$ cat config.mk
export PLATFORM = sky130hd
export DESIGN_NAME = radio_en_responder
export DESIGN_NICKNAME = d
export VERILOG_FILES = /design/src/rtl/radio_en_responder.sv
export SDC_FILE = /design/constraint.sdc
export NUM_CORES = 1
export LEC_CHECK = 0
export ABC_CLOCK_PERIOD_IN_PS = 1800
export CORE_MARGIN = 1
export CORE_UTILIZATION = 50
export CTS_CLUSTER_SIZE = 10
export DETAILED_ROUTE_END_ITERATION = 7
export PLACE_DENSITY = 0.76
export SLEW_MARGIN = 30
export SYNTH_ARGS = -nofsm -noshare
export SYNTH_HDL_FRONTEND = slang
export SYNTH_SLANG_ARGS = --single-unit
$ cat constraint.sdc
create_clock -name ck -period 1.8 [get_ports ck]
set_input_delay 0.36 -clock ck [delete_from_list [all_inputs] [get_ports ck]]
set_output_delay 0.36 -clock ck [all_outputs]
set_load 0.02 [all_outputs]
$ cat src/rtl/radio_en_responder.sv
// radio_en_responder
// Radio-side end of the timing-engine enable protocol. Accepts the enable and
// RX requests, models PLL settle time and ramp-down time, returns pllSettled
// and flags protocol violations in a sticky error bit. All outputs are
// registered, so there is no combinational path from any input to any output.
//
// Handshake: there is no valid/ready pair. radioEnable is a level request that
// is honoured only after the PLL settles (pllSettled=1). radioRxEn is only
// meaningful while radioEnable is high. Once the enable drops, the block
// finishes its ramp-down and ignores requests until rampBusy falls.
module radio_en_responder #(
  parameter int SETTLE_CYC = 16,  // cycles from accepted enable to pllSettled (1..255)
  parameter int RAMPDN_CYC = 4    // cycles of ramp-down after enable drop (1..255)
) (
  input  logic       ck,
  input  logic       arst,
  input  logic       isolate,
  input  logic       radioEnable,
  input  logic       radioRxEn,
  input  logic       errClr,
  output logic       pllSettled,
  output logic       rxActive,
  output logic       rampBusy,
  output logic       protoErr,
  output logic [2:0] dbgState
);

  typedef enum logic [2:0] {
    S_IDLE     = 3'd0,
    S_SETTLING = 3'd1,
    S_SETTLED  = 3'd2,
    S_RX       = 3'd3,
    S_RAMPDN   = 3'd4
  } state_e;

  // Counter preload values; the counter runs down to zero inclusive, so a
  // phase lasting N cycles starts at N-1.
  localparam logic [7:0] SETTLE_LOAD = 8'(SETTLE_CYC - 1);
  localparam logic [7:0] RAMPDN_LOAD = 8'(RAMPDN_CYC - 1);

  state_e     state_q, state_d;
  logic [7:0] cnt_q, cnt_d;
  logic       pll_q, pll_d;
  logic       rxa_q, rxa_d;
  logic       busy_q, busy_d;
  logic       err_q, err_d;

  // Isolation clamps the view of the timing-engine domain before any
  // decision or check, so isolated inputs can never raise protoErr.
  logic en, rx;
  assign en = radioEnable & ~isolate;
  assign rx = radioRxEn & ~isolate;

  logic cnt_zero;
  assign cnt_zero = (cnt_q == 8'd0);

  // Next-state and counter logic for the enable/settle/ramp sequence.
  always_comb begin
    state_d = state_q;
    cnt_d   = cnt_q;
    unique case (state_q)
      S_IDLE: begin
        if (en) begin
          state_d = S_SETTLING;
          cnt_d   = SETTLE_LOAD;
        end
      end
      S_SETTLING: begin
        // An enable drop wins even on the cycle the count expires.
        if (!en) begin
          state_d = S_IDLE;
          cnt_d   = 8'd0;
        end else if (cnt_zero) begin
          state_d = S_SETTLED;
        end else begin
          cnt_d = cnt_q - 8'd1;
        end
      end
      S_SETTLED: begin
        // Enable drop has priority over an RX request on the same edge.
        if (!en) begin
          state_d = S_RAMPDN;
          cnt_d   = RAMPDN_LOAD;
        end else if (rx) begin
          state_d = S_RX;
        end
      end
      S_RX: begin
        if (!en) begin
          state_d = S_RAMPDN;
          cnt_d   = RAMPDN_LOAD;
        end else if (!rx) begin
          state_d = S_SETTLED;
        end
      end
      S_RAMPDN: begin
        // Requests are ignored here; the ramp always runs to completion.
        if (cnt_zero) begin
          state_d = S_IDLE;
        end else begin
          cnt_d = cnt_q - 8'd1;
        end
      end
      default: begin
        state_d = S_IDLE;
        cnt_d   = 8'd0;
      end
    endcase
  end

  // Moore output decodes taken from the next state so the registered outputs
  // change on the same edge as the state itself.
  always_comb begin
    pll_d  = 1'b0;
    rxa_d  = 1'b0;
    busy_d = 1'b0;
    unique case (state_d)
      S_SETTLED: pll_d  = 1'b1;
      S_RX: begin
        pll_d = 1'b1;
        rxa_d = 1'b1;
      end
      S_RAMPDN:  busy_d = 1'b1;
      default: begin
        pll_d  = 1'b0;
        rxa_d  = 1'b0;
        busy_d = 1'b0;
      end
    endcase
  end

  // Sticky protocol-violation flag; a new violation beats a clear.
  logic viol;
  always_comb begin
    viol = 1'b0;
    if (rx && !en)                     viol = 1'b1;
    if (state_q == S_SETTLING && rx)   viol = 1'b1;
    if (state_q == S_RAMPDN && en)     viol = 1'b1;
    err_d = err_q;
    if (viol)        err_d = 1'b1;
    else if (errClr) err_d = 1'b0;
  end

  // State, counter and output registers with synchronous reset.
  always_ff @(posedge ck) begin
    if (arst) begin
      state_q <= S_IDLE;
      cnt_q   <= 8'd0;
      pll_q   <= 1'b0;
      rxa_q   <= 1'b0;
      busy_q  <= 1'b0;
      err_q   <= 1'b0;
    end else begin
      state_q <= state_d;
      cnt_q   <= cnt_d;
      pll_q   <= pll_d;
      rxa_q   <= rxa_d;
      busy_q  <= busy_d;
      err_q   <= err_d;
    end
  end

  assign pllSettled = pll_q;
  assign rxActive   = rxa_q;
  assign rampBusy   = busy_q;
  assign protoErr   = err_q;
  assign dbgState   = state_q;

endmodule

## Yosys cells after proc, flatten, opt, wreduce, memory -nomap -nowiden

Cells that the tools add are included.
Widths: inputs -> output; s select.

- Register bits: 15
- Bits of input ports: 6

- Add/sub/neg operators: 1
- Equality and inequality tests: 9
- Mux-type cells: 22
- Bitwise logic cells: 3
- Reduce and logical (&&, ||, !) cells: 10

Operators with widths:

| cell | number |
|---|---|
| $mux 8 | 4 |
| $pmux 8 s4 | 1 |
| $mux 3 | 8 |
| $pmux 3 s5 | 1 |
| $eq 3x2->1 const B | 4 |
| $logic_not 8->1 | 1 |
| $mux 1 | 8 |
| $sub 8x1->8 const B | 1 |
| $eq 3x3->1 const B | 2 |
| $ne 2x2->1 const B | 2 |
| $reduce_or 2->1 | 2 |
| $eq 3x1->1 const B | 1 |
| $logic_and 1x1->1 | 3 |
| $logic_not 3->1 | 1 |
| $and 1x1->1 | 2 |
| $reduce_and 2->1 | 1 |
| $reduce_bool 2->1 | 1 |
| $logic_not 1->1 | 1 |
| $not 1->1 | 1 |

## Logic depth before layout (Yosys ltp)

- Depth in word-level cells: 8
- Mapped depth: 6
- Mapped depth without buffers: 6

## Worst setup path after synthesis

Ideal clock, no wire load.

- Path type: flip-flop to flip-flop
- Start: register state_q[1] (netlist: dbgState[1])
- End: register cnt_q[7]
- Arrival: 1,325 ps
- Path slack: 351 ps
- Stages on the path, launching flop included: 7
- Clock period less this slack: 1,449 ps
- Cells stage by stage: dfxtp_1 buf_6 nor2_1 mux2i_1 o2111ai_1 xor2_1 nor2_1

- Word-level cells in the longest chain between the ends: 4
- Elaborated cells between the ends (all ways): 10
- Those cells by class: eq/ne (6); mux (1); reduce/logical (3)

Ends and longest elaborated chain:

| element | RTL line | RTL |
|---|---|---|
| start: declaration | 41 | `state_e state_q, state_d;` |
| start signal: assignment | 154 | `state_q <= state_d;` |
| $eq 3x2->1 | 61 | `unique case (state_q)` |
| $reduce_or 2->1 (no source line) | - |  |
| $ne 2x2->1 (no source line) | - |  |
| $reduce_and 2->1 (no source line) | - |  |
| end signal: assignment | 155 | `cnt_q <= cnt_d;` |
| end: declaration | 42 | `logic [7:0] cnt_q, cnt_d;` |

Several ways; a longest one is shown, not always the timed one.
A chain may end at the register's enable or synchronous reset.

## Worst setup path after layout

- Start: register state_q[2] (netlist: dbgState[2])
- End: output port dbgState[2]

RTL lines:

| element | RTL line | RTL |
|---|---|---|
| end: declaration | 25 | `output logic [2:0] dbgState` |

No word-level cell between the ends.

==> impl_metrics.json <==
{
  "min_period_over_period": 0.961,
  "grt_use_met1": 0.307,
  "route.detailed.drc": 0,
  "die_area_um2": 1740,
  "portBuffers": 12,
  "path_class": "flip-flop to output pin",
  "finalSetupTns_ns": 0,
  "power_leakage_nw": 0.405,
  "antenna_cells": 0,
  "postPlaceCellArea_um2": 958,
  "slowest_stage": "clkdlybuf4s50_1",
  "drt-wirelength-per-cell_um": 13.4,
  "async_reset_ff_frac": 0,
  "seq_area_frac_synth": 0.380,
  "clock_sinks": 15,
  "vias": 761,
  "ys_top_cells_by_area": "dfxtp_1, nor2_1, xor2_1, a21oi_1, xnor2_1",
  "crit_path_cell_trace": "clkdlybuf4s50_1",
  "clkPwrFrac": 0.263,
  "yosysMostFrequentCell": "nor2_1",
  "synth_top_flop_cell": "dfxtp_1",
  "ys_warn_count": 0,
  "syn_inst": 97,
  "tightest_slew_ns": 0.383,
  "grt_pass1_vias": 727,
  "synth.distinct_cells": 34,
  "end_kind": "output pin",
  "synth_top_area_frac": 0.380,
  "slew_viol_final": 0,
  "combPwrFrac": 0.231,
  "syn_avg_cell_area_um2": 8.15,
  "maxCapViolCount": 0,
  "ant_nets": 0,
  "clockBufferDepth": 2,
  "initial_core_util": 0.572,
  "antenna_found_initial": 0,
  "synth_area_leader_cell": "dfxtp_1",
  "grt_pass1_wl_um": 3130,
  "p_sw_frac": 0.301,
  "use_met3": 0.0261,
  "rsz0062_at_grt": "false",
  "synthTopCellsByCount": "nor2_1, dfxtp_1, a21oi_1",
  "path_buf_inv": 1,
  "drtPass1Iterations": 4,
  "syn_area_um2": 791,
  "critPathArrivalTime_ns": 1.37,
  "outcome": "finished, final reports clean",
  "total_power_uw": 736,
  "path_clk_slew_ns": 0.10,
  "crit_fanout": 11,
  "min_period_ns": 1.73,
  "ios": 13,
  "slowest_delay_ns": 0.64,
  "grt_max_degree": 12,
  "p_int_uw": 514,
  "drt_iter0_markers": 18,
  "die_x_um": 41.8,
  "cp_top_family": "buffers and inverters",
  "drt-total-wl_um": 1750,
  "post-cts-setup-buffers": 0,
  "fmax_ghz": 0.578,
  "max-vdd-ir-drop_mv": 0.525,
  "clock_latency_ns": 0.28,
  "hp-class": "flip-flop to flip-flop",
  "place.gp.congestion": 0.792,
  "rows": 13,
  "dieHeight_um": 41.8,
  "cts-root-buf": "clkbuf_4",
  "slew-limit-headroom": 0.744,
  "final_hold_viol_count": 0,
  "syn_to_final_growth_pct": 25.3,
  "n_fill_cell": 109,
  "htree_levels": 1,
  "fin_skew_ns": 0.00674,
  "start_kind": "flip-flop",
  "core_area_um2": 1380,
  "ys_ff_latch": 15,
  "dp.final_hpwl_um": 1350,
  "p_switching_uw": 222,
  "nets": 125,
  "cts_tree": "done",
  "synth_nets": 105,
  "final_area_um2": 991,
  "grt_util_met2": 0.375,
  "power_density_nw_per_um2": 743,
  "busiest_layer": "met2",
  "synth_edf_count": 0,
  "grt-ovfl-total": 0,
  "cts_buffers": 3,
  "drive_gt1_frac": 0.121,
  "crit_required_ns": 1.44,
  "vias_per_cell": 5.81,
  "grt_usage": 0.225,
  "setup_viol": 0,
  "pwr-share-seq": 0.506
}
==> kinds of logic (layout without fill, tap and decap cells) <==
| family | Yosys count | after routing | share of synthesized area |
|---|---|---|---|
| AOI/OAI and AO/OA | 22 | 22 | 0.179 |
| buffers and inverters | 9 | 28 | 0.0538 |
| xor gates and xnor gates | 7 | 7 | 0.0775 |
| adders and majority gates | 2 | 2 | 0.0316 |
| muxes | 1 | 1 | 0.0127 |
| DFF | 15 | 15 | 0.380 |
| and+or+nand+nor | 41 | 41 | 0.266 |
==> what timing repair did <==
item,4_1_cts,5_1_grt
pin swaps,0,0
endpoints found under the setup margin,2,1
resized for setup,2,1
hold buffers,0,0
hold endpoints to repair,0,0
==> registers in the layout, indices dropped and copies added, names as in the netlist <==
register / count
pllSettled: 1
rampBusy: 1
cnt_q: 8
protoErr: 1
rxActive: 1
dbgState: 3
==> worst paths after layout <==
kind,startpoint,endpoint,slack [ns],cells past startpoint
min reg2reg,dbgState[1]$_SDFF_PP0_,rxActive$_SDFF_PP0_,0.54,2
max reg2reg,cnt_q[0]$_SDFFE_PP0P_,cnt_q[1]$_SDFFE_PP0P_,0.27,5
min,dbgState[1]$_SDFF_PP0_,rxActive$_SDFF_PP0_,0.54,2
max,dbgState[2]$_SDFF_PP0_,dbgState[2],0.07,1
==> through the flow <==
step	worst slack, ns	instances	util	hold slack, ns
global route	0.0244	131	0.717	0.563
global placement	-0.0666	127	0.693	0.505
finish	0.0695	131	0.717	0.538
detailed placement	-0.0793	127	0.693	0.521
floorplan	0.351	97	-	0.481
CTS	0.0351	131	0.715	0.538
==> power by group through the flow <==
stage | logic, mW | registers (mW) | clock network (mW)
2_1_floorplan | 0.110 | 0.377 | 0
3_3_place_gp | 0.164 | 0.379 | 0
3_5_place_dp | 0.167 | 0.380 | 0
4_1_cts | 0.168 | 0.372 | 0.199
5_1_grt | 0.191 | 0.375 | 0.211
6_report | 0.170 | 0.372 | 0.194
==> final cells by class <==
type | instances | area [um^2] | area share
Clock buffer | 3 | 22.5 | 0.0227
Sequential cell | 15 | 303 | 0.306
Clock inverter | 1 | 5.00 | 0.00505
Multi-Input combinational cell | 73 | 448 | 0.452
Tap cell | 15 | 18.8 | 0.0189
Inverter | 5 | 18.8 | 0.0189
Timing Repair Buffer | 19 | 175 | 0.177
==> placed cells by master, fill, tap and decap left out, types with 3 or more instances in the layout <==
cell type        Yosys  layout
a21oi_1              6       6
buf_4                0       7
clkbuf_4             0       3
clkdlybuf4s50_1      0      11
dfxtp_1             15      13
inv_1                5       5
nand2_1              5       5
nor2_1              19      19
nor3_1               4       4
o211ai_1             3       3
o21ai_0              3       3
xnor2_1              3       3
xor2_1               4       4
==> metal layers <==
metal | vias to the layer above | wire length [um]
met1 | 352 | 853
li1 | 385 | -
met5 | - | 0
met2 | 22 | 806
met4 | 0 | 17
met3 | 2 | 72
Note: power is estimated with default switching activity, not from simulation.
